File: src/rtl/usr_pkg.sv
// usr_pkg: shared mode encoding and default width for the universal shift register
package usr_pkg;
    localparam int USR_WIDTH = 8;
    typedef enum logic [1:0] {
        MODE_HOLD = 2'b00,
        MODE_SHR  = 2'b01,
        MODE_SHL  = 2'b10,
        MODE_LOAD = 2'b11
    } mode_t;
endpackage

File: src/rtl/univ_shift_reg_if.sv
// univ_shift_reg_if: control/data bundle of the universal shift register; rot exists only with USR_ROTATE_EN
interface univ_shift_reg_if #(parameter int WIDTH = usr_pkg::USR_WIDTH);
    import usr_pkg::*;
    localparam int CW = $clog2(WIDTH);
    logic             en;
    mode_t            mode;
    logic [WIDTH-1:0] d;
    logic             sin_r;
    logic             sin_l;
`ifdef USR_ROTATE_EN
    logic             rot;
`endif
    logic [WIDTH-1:0] q;
    logic             sout_r;
    logic             sout_l;
    logic [CW-1:0]    cnt;
    logic             word_done;
    modport master (
        output en, mode, d, sin_r, sin_l,
`ifdef USR_ROTATE_EN
        output rot,
`endif
        input  q, sout_r, sout_l, cnt, word_done
    );
    modport slave (
        input  en, mode, d, sin_r, sin_l,
`ifdef USR_ROTATE_EN
        input  rot,
`endif
        output q, sout_r, sout_l, cnt, word_done
    );
endinterface

File: src/rtl/usr_shift_cnt.sv
// usr_shift_cnt: counts shifts modulo WIDTH and pulses word_done after each full word
module usr_shift_cnt #(
    parameter int WIDTH = usr_pkg::USR_WIDTH,
    localparam int CW = $clog2(WIDTH)
) (
    input  logic          clk,
    input  logic          clr,
    input  logic          shift,
    input  logic          load,
    output logic [CW-1:0] cnt,
    output logic          word_done
);
    logic last;
    assign last = cnt == CW'(WIDTH - 1);
    // counter wraps explicitly so non-power-of-two widths still count modulo WIDTH
    always_ff @(posedge clk or posedge clr) begin
        if (clr) begin
            cnt       <= '0;
            word_done <= 1'b0;
        end else begin
            cnt       <= load ? '0 : shift ? (last ? '0 : cnt + 1'b1) : cnt;
            word_done <= shift && last;
        end
    end
endmodule

File: src/rtl/univ_shift_reg.sv
// univ_shift_reg: hold/shift-right/shift-left/load register with word counter; USR_ROTATE_EN adds rotate via rot
module univ_shift_reg
    import usr_pkg::*;
#(
    parameter int WIDTH = USR_WIDTH
) (
    input  logic            clk,
    input  logic            clr,
    univ_shift_reg_if.slave bus
);
    localparam int CW = $clog2(WIDTH);
    logic [WIDTH-1:0] q, q_nxt;
    logic [CW-1:0]    cnt;
    logic             word_done, in_r, in_l, shift, load;
`ifdef USR_ROTATE_EN
    assign in_r = bus.rot ? q[0] : bus.sin_r;
    assign in_l = bus.rot ? q[WIDTH-1] : bus.sin_l;
`else
    assign in_r = bus.sin_r;
    assign in_l = bus.sin_l;
`endif
    assign shift = bus.en && (bus.mode == MODE_SHR || bus.mode == MODE_SHL);
    assign load  = bus.en && bus.mode == MODE_LOAD;
    // select the next register value from enable and mode
    always_comb begin
        q_nxt = !bus.en                ? q :
                bus.mode == MODE_SHR  ? {in_r, q[WIDTH-1:1]} :
                bus.mode == MODE_SHL  ? {q[WIDTH-2:0], in_l} :
                bus.mode == MODE_LOAD ? bus.d : q;
    end
    // data register, cleared asynchronously
    always_ff @(posedge clk or posedge clr) begin
        if (clr) q <= '0;
        else     q <= q_nxt;
    end
    usr_shift_cnt #(.WIDTH(WIDTH)) u_cnt (
        .clk       (clk),
        .clr       (clr),
        .shift     (shift),
        .load      (load),
        .cnt       (cnt),
        .word_done (word_done)
    );
    assign bus.q         = q;
    assign bus.sout_r    = q[0];
    assign bus.sout_l    = q[WIDTH-1];
    assign bus.cnt       = cnt;
    assign bus.word_done = word_done;
endmodule

File: src/flat_wrapper.sv
// flat-port wrapper written by rule: the top's interface ports become plain ports
module univ_shift_reg_flat import usr_pkg::*;
#(
    parameter int WIDTH = USR_WIDTH
)
  (clk, clr, bus_en, bus_mode, bus_d, bus_sin_r, bus_sin_l, bus_q, bus_sout_r, bus_sout_l, bus_cnt, bus_word_done);
  univ_shift_reg_if #(.WIDTH(WIDTH)) bus_i ();
  input  logic clk;
  input  logic clr;
  input wire logic [$bits(bus_i.en)-1:0] bus_en;
  input wire logic [$bits(bus_i.mode)-1:0] bus_mode;
  input wire logic [$bits(bus_i.d)-1:0] bus_d;
  input wire logic [$bits(bus_i.sin_r)-1:0] bus_sin_r;
  input wire logic [$bits(bus_i.sin_l)-1:0] bus_sin_l;
  output wire logic [$bits(bus_i.q)-1:0] bus_q;
  output wire logic [$bits(bus_i.sout_r)-1:0] bus_sout_r;
  output wire logic [$bits(bus_i.sout_l)-1:0] bus_sout_l;
  output wire logic [$bits(bus_i.cnt)-1:0] bus_cnt;
  output wire logic [$bits(bus_i.word_done)-1:0] bus_word_done;
  assign bus_i.en = bus_en;
  assign bus_i.mode = bus_mode;
  assign bus_i.d = bus_d;
  assign bus_i.sin_r = bus_sin_r;
  assign bus_i.sin_l = bus_sin_l;
  assign bus_q = bus_i.q;
  assign bus_sout_r = bus_i.sout_r;
  assign bus_sout_l = bus_i.sout_l;
  assign bus_cnt = bus_i.cnt;
  assign bus_word_done = bus_i.word_done;
  univ_shift_reg #(.WIDTH(WIDTH)) u_core (.clk(clk), .clr(clr), .bus(bus_i));
endmodule
File: config.mk
export PLATFORM = sky130hd
export DESIGN_NAME = univ_shift_reg_flat
export DESIGN_NICKNAME = d
export VERILOG_FILES = /design/src/rtl/usr_pkg.sv /design/src/rtl/univ_shift_reg_if.sv /design/src/rtl/usr_shift_cnt.sv /design/src/rtl/univ_shift_reg.sv /design/src/flat_wrapper.sv
export SDC_FILE = /design/constraint.sdc
export NUM_CORES = 1
export LEC_CHECK = 0
export CORE_MARGIN = 8
export CORE_UTILIZATION = 25
export CTS_CLUSTER_SIZE = 14
export DETAILED_ROUTE_END_ITERATION = 7
export GPL_TIMING_DRIVEN = 0
export SYNTH_ARGS = -nofsm -noshare
export SYNTH_HDL_FRONTEND = slang
export SYNTH_SLANG_ARGS = --single-unit
File: constraint.sdc
create_clock -name clk -period 1.07 [get_ports clk]
set_input_delay 0.214 -clock clk [delete_from_list [all_inputs] [get_ports clk]]
set_output_delay 0.214 -clock clk [all_outputs]
set_load 0.05 [all_outputs]
# --- Word-level counts from Yosys, hierarchy flattened ---
# Index checks and enable logic that the tools add are counted.
word_totals:
  ff_bits: 12
  in_bits: 15
  out_inout_bits: 14
classes:
  add_sub_neg: 1
  n_eq_ne: 4
  n_mux: 6
  n_reduce_logical: 7
ops:
  columns: ["cell", "count"]
  rows:
  - ["8-bit two-way mux", 3]
  - ["3-bit two-way mux", 3]
  - ["2-bit == test (second input constant)", 2]
  - ["3-bit by 1-bit adder with 3-bit output (second input constant)", 1]
  - ["3-bit == test (second input constant)", 1]
  - ["1-bit logical AND", 3]
  - ["3-bit nonzero test", 1]
  - ["2-bit by 1-bit == test with 1-bit output (second input constant)", 1]
  - ["2-bit AND reduction", 1]
  - ["2-bit nonzero test", 1]
  - ["1-bit logical OR", 1]

# --- Logic depth before layout (Yosys ltp) ---
# Gate-level depths: netlist of run 1.
depth:
  ltp_word: 5
  mapped_depth: 6

# --- Hierarchy ---
# A second synthesis of run 1 with hierarchy kept.
hier_totals:
  hier_cells: 70
  area_unflattened_um2: 775.7
by_module_without_submodules:
  columns: ["mod", "instances", "cells_each", "area_each_um2", "seq_area_each_um2"]
  rows:
  - ["univ_shift_reg", 1, 55, 589.3, 200.2]
  - ["usr_shift_cnt", 1, 15, 186.4, 100.1]

# --- Worst setup path before layout of run 1 ---
# OpenSTA, ideal clock, no wires.
synth_timing:
  path_kind: "reg-to-reg"
  from: "register u_core.u_cnt.cnt[0]"
  to: "register u_core.u_cnt.cnt[2]"
  arrival_time_ps: 1303
  t_required_ps: 949
  path_slack_ps: -354
  path_stages_with_launch: 4
  period_less_slack_ps: 1424
  cell_sequence: "dfrtp_1 ha_1 ha_1 a22o_1"
synth_via:
  elab_chain_cells: 4
  word_cells_on_any_way: 5
synth_lines:
  columns: ["element", "line", "rtl"]
  rows:
  - ["start: declaration", "usr_shift_cnt.sv:10", "output logic [CW-1:0] cnt,"]
  - ["start signal: assignment", "usr_shift_cnt.sv:21", "cnt <= load ? '0 : shift ? (last ? '0 : cnt + 1'b1) : cnt;"]
  - ["3-bit by 1-bit adder with 3-bit output or 3-bit == test (tied branches)", "usr_shift_cnt.sv:21, usr_shift_cnt.sv:14", null]
  - ["3-bit two-way mux (*) (3 in a row)", "usr_shift_cnt.sv:21", null]
# Mark *: on every way between the ends. The rest lies on a longest branch, timed or not. The select of a mux whose other input is x is not followed.
# A chain may end at the register's enable or synchronous reset.

# --- Worst setup path in the final report of run 1 ---
layout_timing:
  from: "register u_core.q[0] (netlist: u_core.bus.q[0])"
  to: "output bus_q[0]"
layout_lines:
  columns: ["element", "line", "rtl"]
  rows:
  - ["start: declaration", "univ_shift_reg.sv:12", "logic [WIDTH-1:0] q, q_nxt;"]
  - ["start signal: assignment", "univ_shift_reg.sv:34", "else q <= q_nxt;"]
  - ["end: declaration", "flat_wrapper.sv:15", "output wire logic [$bits(bus_i.q)-1:0] bus_q;"]
# No word-level cell between the ends.

==> results of run 1 <==
where the power goes:
| part | internal (mW) | switching [mW] |
|---|---|---|
| combinational | 0.491 | 0.559 |
| sequential | 0.553 | 0.104 |
| clock | 0.207 | 0.159 |
| total | 1.25 | 0.823 |
area by class of cell:
cell class              instances  area, µm²
repair buffers                 38        362
flip-flops and latches         12        314
inverters                       3       18.8
plain buffers                   5       57.6
clock buffers                   4       36.3
well taps                      33       41.3
multi-input cells              47        447
fillers                       296       1680
routing by layer:
metal	up-vias	GRT usage	routed length (µm)
li1	318	-	-
met1	296	0.0764	756
met2	21	0.144	942
met3	0	0.0494	185
met4	0	0.0139	0
met5	-	0	0
cells by family after synthesis:
family | count (synthesis) | share of synthesized area
mux | 16 | 0.267
simple gates | 13 | 0.0717
compound gates | 12 | 0.0950
flops | 12 | 0.400
buf+inv | 8 | 0.0667
fa+ha+maj | 6 | 0.100
state kept, by name (all words and copies together) (netlist names):
| signal | flops |
|---|---|
| u_core.u_cnt.word_done | 1 |
| u_core.u_cnt.cnt | 3 |
| u_core.bus.q | 8 |
stage by stage:
step / std cells / setup TNS (ps) / hold slack, ps / power (mW)
2_1_floorplan: 67 / -500 / 78.0 / 1.25
3_3_place_gp: 128 / -13280 / 509 / 1.55
3_5_place_dp: 128 / -13610 / 519 / 1.57
4_1_cts: 139 / -633 / 258 / 2.05
5_1_grt: 142 / -1050 / 280 / 2.20
6_report: 142 / -491 / 243 / 2.07
worst max-delay path by stage:
stage	startpoint	end	slack (ps)	depth (start not counted)
4_1_cts	u_core.bus.q[7]$_DFFE_PP0P_	bus_q[7]	-100	2
2_1_floorplan	u_core.u_cnt.cnt[0]$_DFFE_PP0P_	u_core.u_cnt.cnt[2]$_DFFE_PP0P_	-180	3
3_5_place_dp	bus_mode[0]	u_core.u_cnt.cnt[0]$_DFFE_PP0P_	-790	5
6_report	u_core.bus.q[0]$_DFFE_PP0P_	bus_q[0]	-90	2
5_1_grt	u_core.bus.q[0]$_DFFE_PP0P_	bus_q[0]	-140	2
3_3_place_gp	bus_mode[0]	u_core.bus.q[3]$_DFFE_PP0P_	-760	7
what timing repair did:
| action | 4_1_cts | 5_1_grt |
|---|---|---|
| buffers inserted | 7 | 3 |
| hold endpoints to repair | 0 | 0 |
| endpoints found under the setup margin | 26 | 21 |
| resized for setup | 111 | 6 |
| pin swaps | 2 | 3 |
| hold buffers | 0 | 0 |
Yosys cell counts:
library cell,n,share of area
nand2_1,9,0.045
mux2i_1,8,0.11
o21ai_1,8,0.053
a22o_1,3,0.035
ha_1,6,0.10
buf_6,1,0.015
mux2_4,8,0.16
dfrtp_1,12,0.40
inv_1,3,0.015
nor2_1,2,0.010
clkbuf_2,1,0.0067
o21ai_0,1,0.0067
and3_1,1,0.0083
nand2b_1,1,0.0083
buf_4,3,0.030
==> impl_metrics.tcl, run 1 <==
set metrics [dict create \
    max_slew.worst_pin.slew_ps 468 \
    synthesized_instance_count 67 \
    layout-drive-gt1-share 0.560 \
    cts.root.buffer_cell "clkbuf_4" \
    timing.critical_path.to_type "output port" \
    violations "setup timing" \
    hold_violations 0 \
    ff2ff_path_depth 3 \
    tritoncts "done" \
    syn_nets 88 \
    finalClockSkew_ps 1.73 \
    chipHeight_um 70.8 \
    hold_path.class "in2async" \
    setup_violations 11 \
    nature_of_the_critical_path_startpoint "register" \
    fp.dieArea_um2 5010 \
    synthesis.yosys.warnings 0 \
    post_drt_wl_per_cell_um 13.3 \
    io_buffer_count 28 \
    finalInstanceArea_um2 1280 \
    vdd.ir_drop.worst_uv 940 \
    crit_type "reg2out" \
    grt_max_degree 13 \
    post_synth.cell_area_avg_um2 11.2 \
    hpwlAfterDp_um 1440 \
    ios 29 \
    grt_remaining_overflow 0 \
    critical_path_cell_with_the_highest_stage_delay "dfrtp_2" \
    layout.cells.most_common "buf_4" \
    drt_first_pass_iters 4 \
    synth_seq_cells 12 \
    worst-path-buf-inv 2 \
    finalWirelength_um 1880 \
    syn-cell-area_um2 751 \
    total_leakage_power_nw 0.592 \
    final_critical_path_setup_slack_ps -92.3 \
    path_cells "buf_6 -> buf_8" \
    layout.cells.most_common_list "buf_4, buf_6, clkdlybuf4s50_1, dfrtp_2, nand2_1" \
    drv_slew 0 \
    ctsHtreeMaxLevel 1 \
    std_cell_rows 20 \
    post-place-ws_ps -795 \
    finalNetCount 131 \
    antenna_violations_before_repair 0 \
    fin_crit_ps 1160 \
    detailroute.via_count 635 \
    post_route_fraction_of_the_period_consumed_by_the_critical_path 1.09 \
    route.detailed.vias_per_inst 4.47 \
    drc_errors 0 \
    chipWidth_um 70.8 \
    regToRegStartpoint "u_core.u_cnt.cnt[0]$_DFFE_PP0P_" \
    tritoncts_buffer_count 3 \
    slew_headroom 0.688 \
    fmax_mhz 860 \
    grt_util_all_layers 0.0801 \
    antennaDiodeCount 0 \
    grt_setup_unrepaired "true" \
    initial_drt_markers 16 \
    seq_area_frac_synth 0.400 \
    worst_setup_hold_path_clk_slew_ps 80 \
    clock_path_buffers 2 \
    clock_insertion_delay_worst_skew_ps 270 \
    core_utilization_of_the_finished_layout 0.432 \
    cp_slowest_stage_delay_ps 420 \
    antenna_left 0 \
    regToRegEndpoint "u_core.u_cnt.cnt[2]$_DFFE_PP0P_" \
    initial_core_util 0.254 \
    syn_to_final_growth_pct 70.0 \
    first_global_vias 713 \
    max_cap_viols 0 \
    core-area_um2 2950 \
    reg2reg_setup_slack_ps -70 \
    place.gp.congestion 0.720 \
    wire_length_of_the_first_global_routing_pass_um 3220 \
    synth.lib_cells_used.distinct 15 \
    run_status "complete, but fails checks" \
    numClockSinks 12 \
    cellPowerDensity_nw_per_um2 1620 \
    cpLargestDelayFamily "flip-flops" \
    crit_path_max_fanout 3 \
    placedInstanceArea_um2 1130 \
    timing.critical_path.arrival_ps 950 \
    crit_required_ps 860 \
]
Note: power is estimated with default switching activity, not from simulation.
==> run 2, diff against run 1 <==
Settings changed: CAP_MARGIN set to 10.
Clock period 1.07 ns to 1.2 ns, I/O delays scaled along.
==> run 2 against run 1 <==
Compared with the run above: the flow now finishes without violations; utilization down 3.6 points; sequential cell count unchanged; sequential share of layout area is 1.4 points higher; clock-buffer cell count did not move; clock power decreased by 13%; register-to-register slack gained 130 ps; combinational power down 22%; die area unchanged; power decreased by 17%; global-route usage fell by 0.49 points; largest cell class unchanged; highest routed layer is now met4.
==> impl_metrics.tcl, run 2 (same netlist as run 1, synthesis figures left out) <==
set metrics [dict create \
    route.detailed.vias_per_inst 4.40 \
    max_slew.worst_pin.slew_ps 460 \
    reg2reg_setup_slack_ps 60 \
    syn_to_final_growth_pct 55.7 \
    finalNetCount 125 \
    antenna_violations_before_repair 0 \
    initial_drt_markers 6 \
    finalClockSkew_ps 3.68 \
    worst_setup_hold_path_clk_slew_ps 80 \
    cellPowerDensity_nw_per_um2 1470 \
    crit_required_ps 960 \
    worst-path-buf-inv 2 \
    layout.cells.most_common_list "buf_4, clkdlybuf4s50_1, nand2_1, o21ai_1, dfrtp_1" \
    critical_path_cell_with_the_highest_stage_delay "dfrtp_1" \
    fillers 314 \
    ff2ff_path_depth 3 \
    tritoncts "done" \
    drc_errors 0 \
    wire_length_of_the_first_global_routing_pass_um 3060 \
    path_cells "buf_6 -> buf_8" \
    numClockSinks 12 \
    setup_violations 0 \
    hold_path.class "in2async" \
    cp_slowest_stage_delay_ps 410 \
    crit_type "reg2out" \
    std_cell_rows 20 \
    core-area_um2 2950 \
    post_route_fraction_of_the_period_consumed_by_the_critical_path 0.982 \
    timing.critical_path.arrival_ps 940 \
    run_status "finished clean" \
    setup-tns-final_ps 0 \
    detailroute.via_count 598 \
    fmax_mhz 849 \
    clock_path_buffers 2 \
    largestRegisters "u_core.bus.q (8), u_core.u_cnt.cnt (3), u_core.u_cnt.word_done (1)" \
    finalInstanceArea_um2 1170 \
    io_buffer_count 28 \
    regMostFlops "u_core.bus.q" \
    grt_remaining_overflow 0 \
    regToRegStartpoint "u_core.u_cnt.cnt[0]$_DFFE_PP0P_" \
    post_drt_wl_per_cell_um 13.8 \
    hold_violations 0 \
    finalWirelength_um 1870 \
    hpwlAfterDp_um 1450 \
    placedInstanceArea_um2 1100 \
    fp.dieArea_um2 5010 \
    clock_insertion_delay_worst_skew_ps 270 \
    nature_of_the_critical_path_startpoint "register" \
    cpLargestDelayFamily "flip-flops" \
    grt_util_all_layers 0.0752 \
    vdd.ir_drop.worst_uv 1130 \
    drv_slew 0 \
    max_cap_viols 0 \
    ctsHtreeMaxLevel 1 \
    regToRegEndpoint "u_core.u_cnt.cnt[2]$_DFFE_PP0P_" \
    timing.critical_path.to_type "output port" \
    ios 29 \
    place.gp.congestion 0.672 \
    fin_crit_ps 1180 \
    total_leakage_power_nw 0.558 \
    tritoncts_buffer_count 3 \
    grt_max_degree 13 \
    antennaDiodeCount 0 \
    chipHeight_um 70.8 \
    grt_setup_unrepaired "true" \
    crit_path_max_fanout 3 \
    layout-drive-gt1-share 0.437 \
    drt_first_pass_iters 2 \
    layout.cells.most_common "buf_4" \
    cts.root.buffer_cell "clkbuf_4" \
    largest_reg_flops 8 \
    first_global_vias 668 \
    antenna_left 0 \
    initial_core_util 0.254 \
    chipWidth_um 70.8 \
    design_power_total_mw 1.72 \
    slew_headroom 0.693 \
]
-- run 2: timing repair --
item,in CTS,in global routing
hold buffers,0,0
buffers inserted,2,2
gates resized for setup,92,9
pin swaps,1,0
setup endpoints to repair,25,13
-- run 2: where the power goes --
part	total, mW	switching (mW)	internal [mW]	leakage, nW
logic	0.824	0.474	0.350	0.388
registers	0.578	0.0937	0.485	0.149
clock network	0.317	0.133	0.184	0.0210
total	1.72	0.701	1.02	0.558
-- run 2: cell type report --
cell class | instances | area (µm²) | area share
plain buffers | 5 | 57.6 | 0.0493
clock buffers | 4 | 36.3 | 0.0310
inverters | 3 | 11.3 | 0.00964
multi-input cells | 47 | 440 | 0.377
flip-flops and latches | 12 | 304 | 0.260
well taps | 33 | 41.3 | 0.0353
repair buffers | 32 | 278 | 0.238
-- run 2: worst max path at each step --
stage | from | to | slack, ps | cells after the start
floorplan | u_core.u_cnt.cnt[0]$_DFFE_PP0P_ | u_core.u_cnt.cnt[2]$_DFFE_PP0P_ | -50 | 3
global placement | bus_mode[0] | u_core.bus.q[4]$_DFFE_PP0P_ | -580 | 7
detailed placement | bus_mode[1] | u_core.bus.q[4]$_DFFE_PP0P_ | -600 | 7
CTS | u_core.bus.q[7]$_DFFE_PP0P_ | bus_q[7] | 4 | 2
global route | u_core.bus.q[0]$_DFFE_PP0P_ | bus_q[0] | -30 | 2
finish | u_core.bus.q[7]$_DFFE_PP0P_ | bus_q[7] | 20 | 2
-- run 2: worst register-to-register path, cell delays in order, from the launching register on --
cell     delay (ps)
dfrtp_2         450
ha_4            180
ha_4            200
a22o_1          220
-- run 2: layer usage --
layer | routed length (µm) | track usage | vias to the layer above
li1 | - | - | 306
met3 | 125 | 0.0410 | 2
met5 | 0 | 0 | -
met2 | 904 | 0.134 | 19
met1 | 834 | 0.0757 | 271
met4 | 7 | 0.0139 | 0
-- run 2: through the flow --
step	util	std cells	setup slack [ps]	hold slack, ps
detailed placement	0.374	128	-597	540
finish	0.396	136	21.6	272
CTS	0.386	134	4.42	281
floorplan	-	67	-46.3	104
global route	0.396	136	-25.5	300
global placement	0.374	128	-579	531
==> run 3, diff against run 2 <==
Settings changed: ABC_AREA set to 1.
==> run 3 against run 2 <==
Compared with the run above: the run now ends with setup timing left; die area up 1.1%; maximum frequency down 2.4%; clock power down 22%; combinational power down 6.4%; sequential share of layout area up 0.23 points; synthesized cell count up 64%; critical path type unchanged; highest routed layer unchanged.
==> impl_metrics.tcl, run 3 <==
set metrics [dict create \
    run_status "complete, but fails checks" \
    violations "setup timing" \
    route.detailed.vias_per_inst 4.46 \
    fp.dieArea_um2 5070 \
    seq_area_um2 303 \
    finalWirelength_um 2130 \
    slew_headroom 0.665 \
    synth.lib_cells_used.distinct 14 \
    hold_violations 0 \
    crit_path_max_fanout 4 \
    tritoncts_buffer_count 3 \
    fin_crit_ps 1210 \
    finalClockSkew_ps 6.75 \
    seq_area_frac_synth 0.394 \
    layout.cells.most_common "nand2_1" \
    tritoncts "done" \
    clock_path_buffers 2 \
    max_cap_viols 0 \
    synthesized_instance_count 110 \
    core-area_um2 2980 \
    numClockSinks 12 \
    setup_violations 1 \
    ys_dominant_reg_cell "dfrtp_1" \
    worst-path-stages 2 \
    largest_reg_flops 8 \
    post_route_fraction_of_the_period_consumed_by_the_critical_path 1.01 \
    io_buffer_count 28 \
    cpLargestDelayFamily "flip-flops" \
    crit_type "reg2out" \
    critical_path_cell_with_the_highest_stage_delay "dfrtp_1" \
    syn-cell-area_um2 762 \
    hpwlAfterDp_um 1620 \
    regMostFlops "u_core.bus.q" \
    synthesis.yosys.warnings 0 \
    antenna_violations_before_repair 0 \
    syn_to_final_growth_pct 51.4 \
    std_cell_rows 20 \
    layout-drive-gt1-share 0.255 \
    place.gp.congestion 0.754 \
    ios 29 \
    cts.root.buffer_cell "clkbuf_4" \
    worst_setup_hold_path_clk_slew_ps 80 \
    clock_insertion_delay_worst_skew_ps 270 \
    setup-tns-final_ps -7.18 \
    grt_util_all_layers 0.0903 \
    grt_remaining_overflow 0 \
    chipWidth_um 71.2 \
    regToRegStartpoint "u_core.u_cnt.cnt[0]$_DFFE_PP0P_" \
    antennaDiodeCount 0 \
    chipHeight_um 71.2 \
    most_frequent_cell_after_synthesis "nand2_1" \
    cp_slowest_stage_delay_ps 430 \
    yosys-top-cells-count "nand2_1, nor2_1, dfrtp_1, nand3_1, inv_1" \
    drv_slew 0 \
    post_drt_wl_per_cell_um 12.0 \
    post_synth_main_area_contributors "dfrtp_1, nand2_1, ha_1" \
    first_global_vias 855 \
    grt_max_degree 13 \
    post_synth.cell_area_avg_um2 6.93 \
    vdd.ir_drop.worst_uv 370 \
    fmax_mhz 828 \
    timing.hold.ws_ps 294 \
    timing.critical_path.arrival_ps 970 \
    largestRegisters "u_core.bus.q (8), u_core.u_cnt.cnt (3), u_core.u_cnt.word_done (1)" \
    cell_type_with_the_largest_total_area_after_synthesis "dfrtp_1" \
    timing.critical_path.to_type "output port" \
    finalNetCount 168 \
    multi_input_comb_area_um2 418 \
    drt_first_pass_iters 4 \
    total_leakage_power_nw 0.620 \
    max_slew.worst_pin.slew_ps 502 \
    nature_of_the_critical_path_startpoint "register" \
    crit_required_ps 960 \
    synth_seq_cells 12 \
    synth_top_area_frac 0.394 \
    layout.cells.most_common_list "nand2_1, nor2_1, clkdlybuf4s50_1, nand3_1, dfrtp_1" \
    hold_path.class "in2async" \
    critical_path.startpoint "u_core.bus.q[0]$_DFFE_PP0P_" \
    drc_errors 0 \
    antenna_left 0 \
    initial_drt_markers 49 \
    core_utilization_of_the_finished_layout 0.387 \
    path_cells "buf_6 -> buf_8" \
    detailroute.via_count 793 \
    ff2ff_path_depth 5 \
    initial_core_util 0.256 \
    asyncSetResetFlopFracSynth 1.00 \
    final_critical_path_setup_slack_ps -7.18 \
    ctsHtreeMaxLevel 1 \
    grt_setup_unrepaired "true" \
    synth_edf_count 0 \
    fillers 346 \
    wire_length_of_the_first_global_routing_pass_um 3810 \
    worst-path-buf-inv 2 \
    syn_nets 131 \
    cellPowerDensity_nw_per_um2 1360 \
]
-- run 3: cell families (layout without fill, tap and decap cells) --
| logic type | after synthesis | after routing | synth area share |
|---|---|---|---|
| flip-flops | 12 | 12 | 0.394 |
| AND/OR/NAND/NOR | 77 | 77 | 0.409 |
| adder cells (fa/ha/maj) | 6 | 6 | 0.0985 |
| AO/OA/AOI/OAI | 1 | 1 | 0.00656 |
| buffers and inverters | 14 | 49 | 0.0920 |
-- run 3: final timing paths --
check	to	slack [ps]
min	u_core.bus.q[6]$_DFFE_PP0P_	290
max	bus_q[0]	-7
max in group asynchronous	u_core.u_cnt.cnt[1]$_DFFE_PP0P_	530
min reg2reg	u_core.u_cnt.cnt[2]$_DFFE_PP0P_	510
min in group clk	u_core.u_cnt.cnt[2]$_DFFE_PP0P_	510
max reg2reg	u_core.u_cnt.cnt[0]$_DFFE_PP0P_	110
-- run 3: where the power goes --
part           internal, mW  leakage, nW  switching (mW)
combinational         0.280        0.457           0.491
sequential            0.480        0.149          0.0736
clock                 0.116       0.0138           0.131
total                 0.876        0.620           0.695
-- run 3: cell type report --
| type | count | area share |
|---|---|---|
| multi-input cells | 84 | 0.362 |
| flip-flops and latches | 12 | 0.262 |
| repair buffers | 33 | 0.249 |
| plain buffers | 4 | 0.0390 |
| well taps | 33 | 0.0358 |
| inverters | 9 | 0.0315 |
| clock buffers | 3 | 0.0195 |
-- run 3: what timing repair did --
item                                    CTS  global route
setup buffers                             3             1
resized for setup                        87            11
gates cloned                              1             0
endpoints found under the hold margin     0             0
endpoints found under the setup margin   25             9
hold buffers                              0             0
-- run 3: stage by stage --
stage               power (mW)  instances  worst slack [ps]  cell area (µm²)
finish                    1.57        178             -7.18             1150
global route              1.68        178             -35.8             1150
CTS                       1.55        177             -26.1             1120
detailed placement        1.32        171              -525             1100
global placement          1.31        171              -481             1100
floorplan                 1.04        110              26.4              779
-- run 3: metal layers --
metal  vias up  track usage  wire (µm)
met5         -            0          0
met4         0       0.0208         11
met3         4       0.0325        189
met2        19        0.169       1080
met1       364       0.0917        849
li1        406            -          -
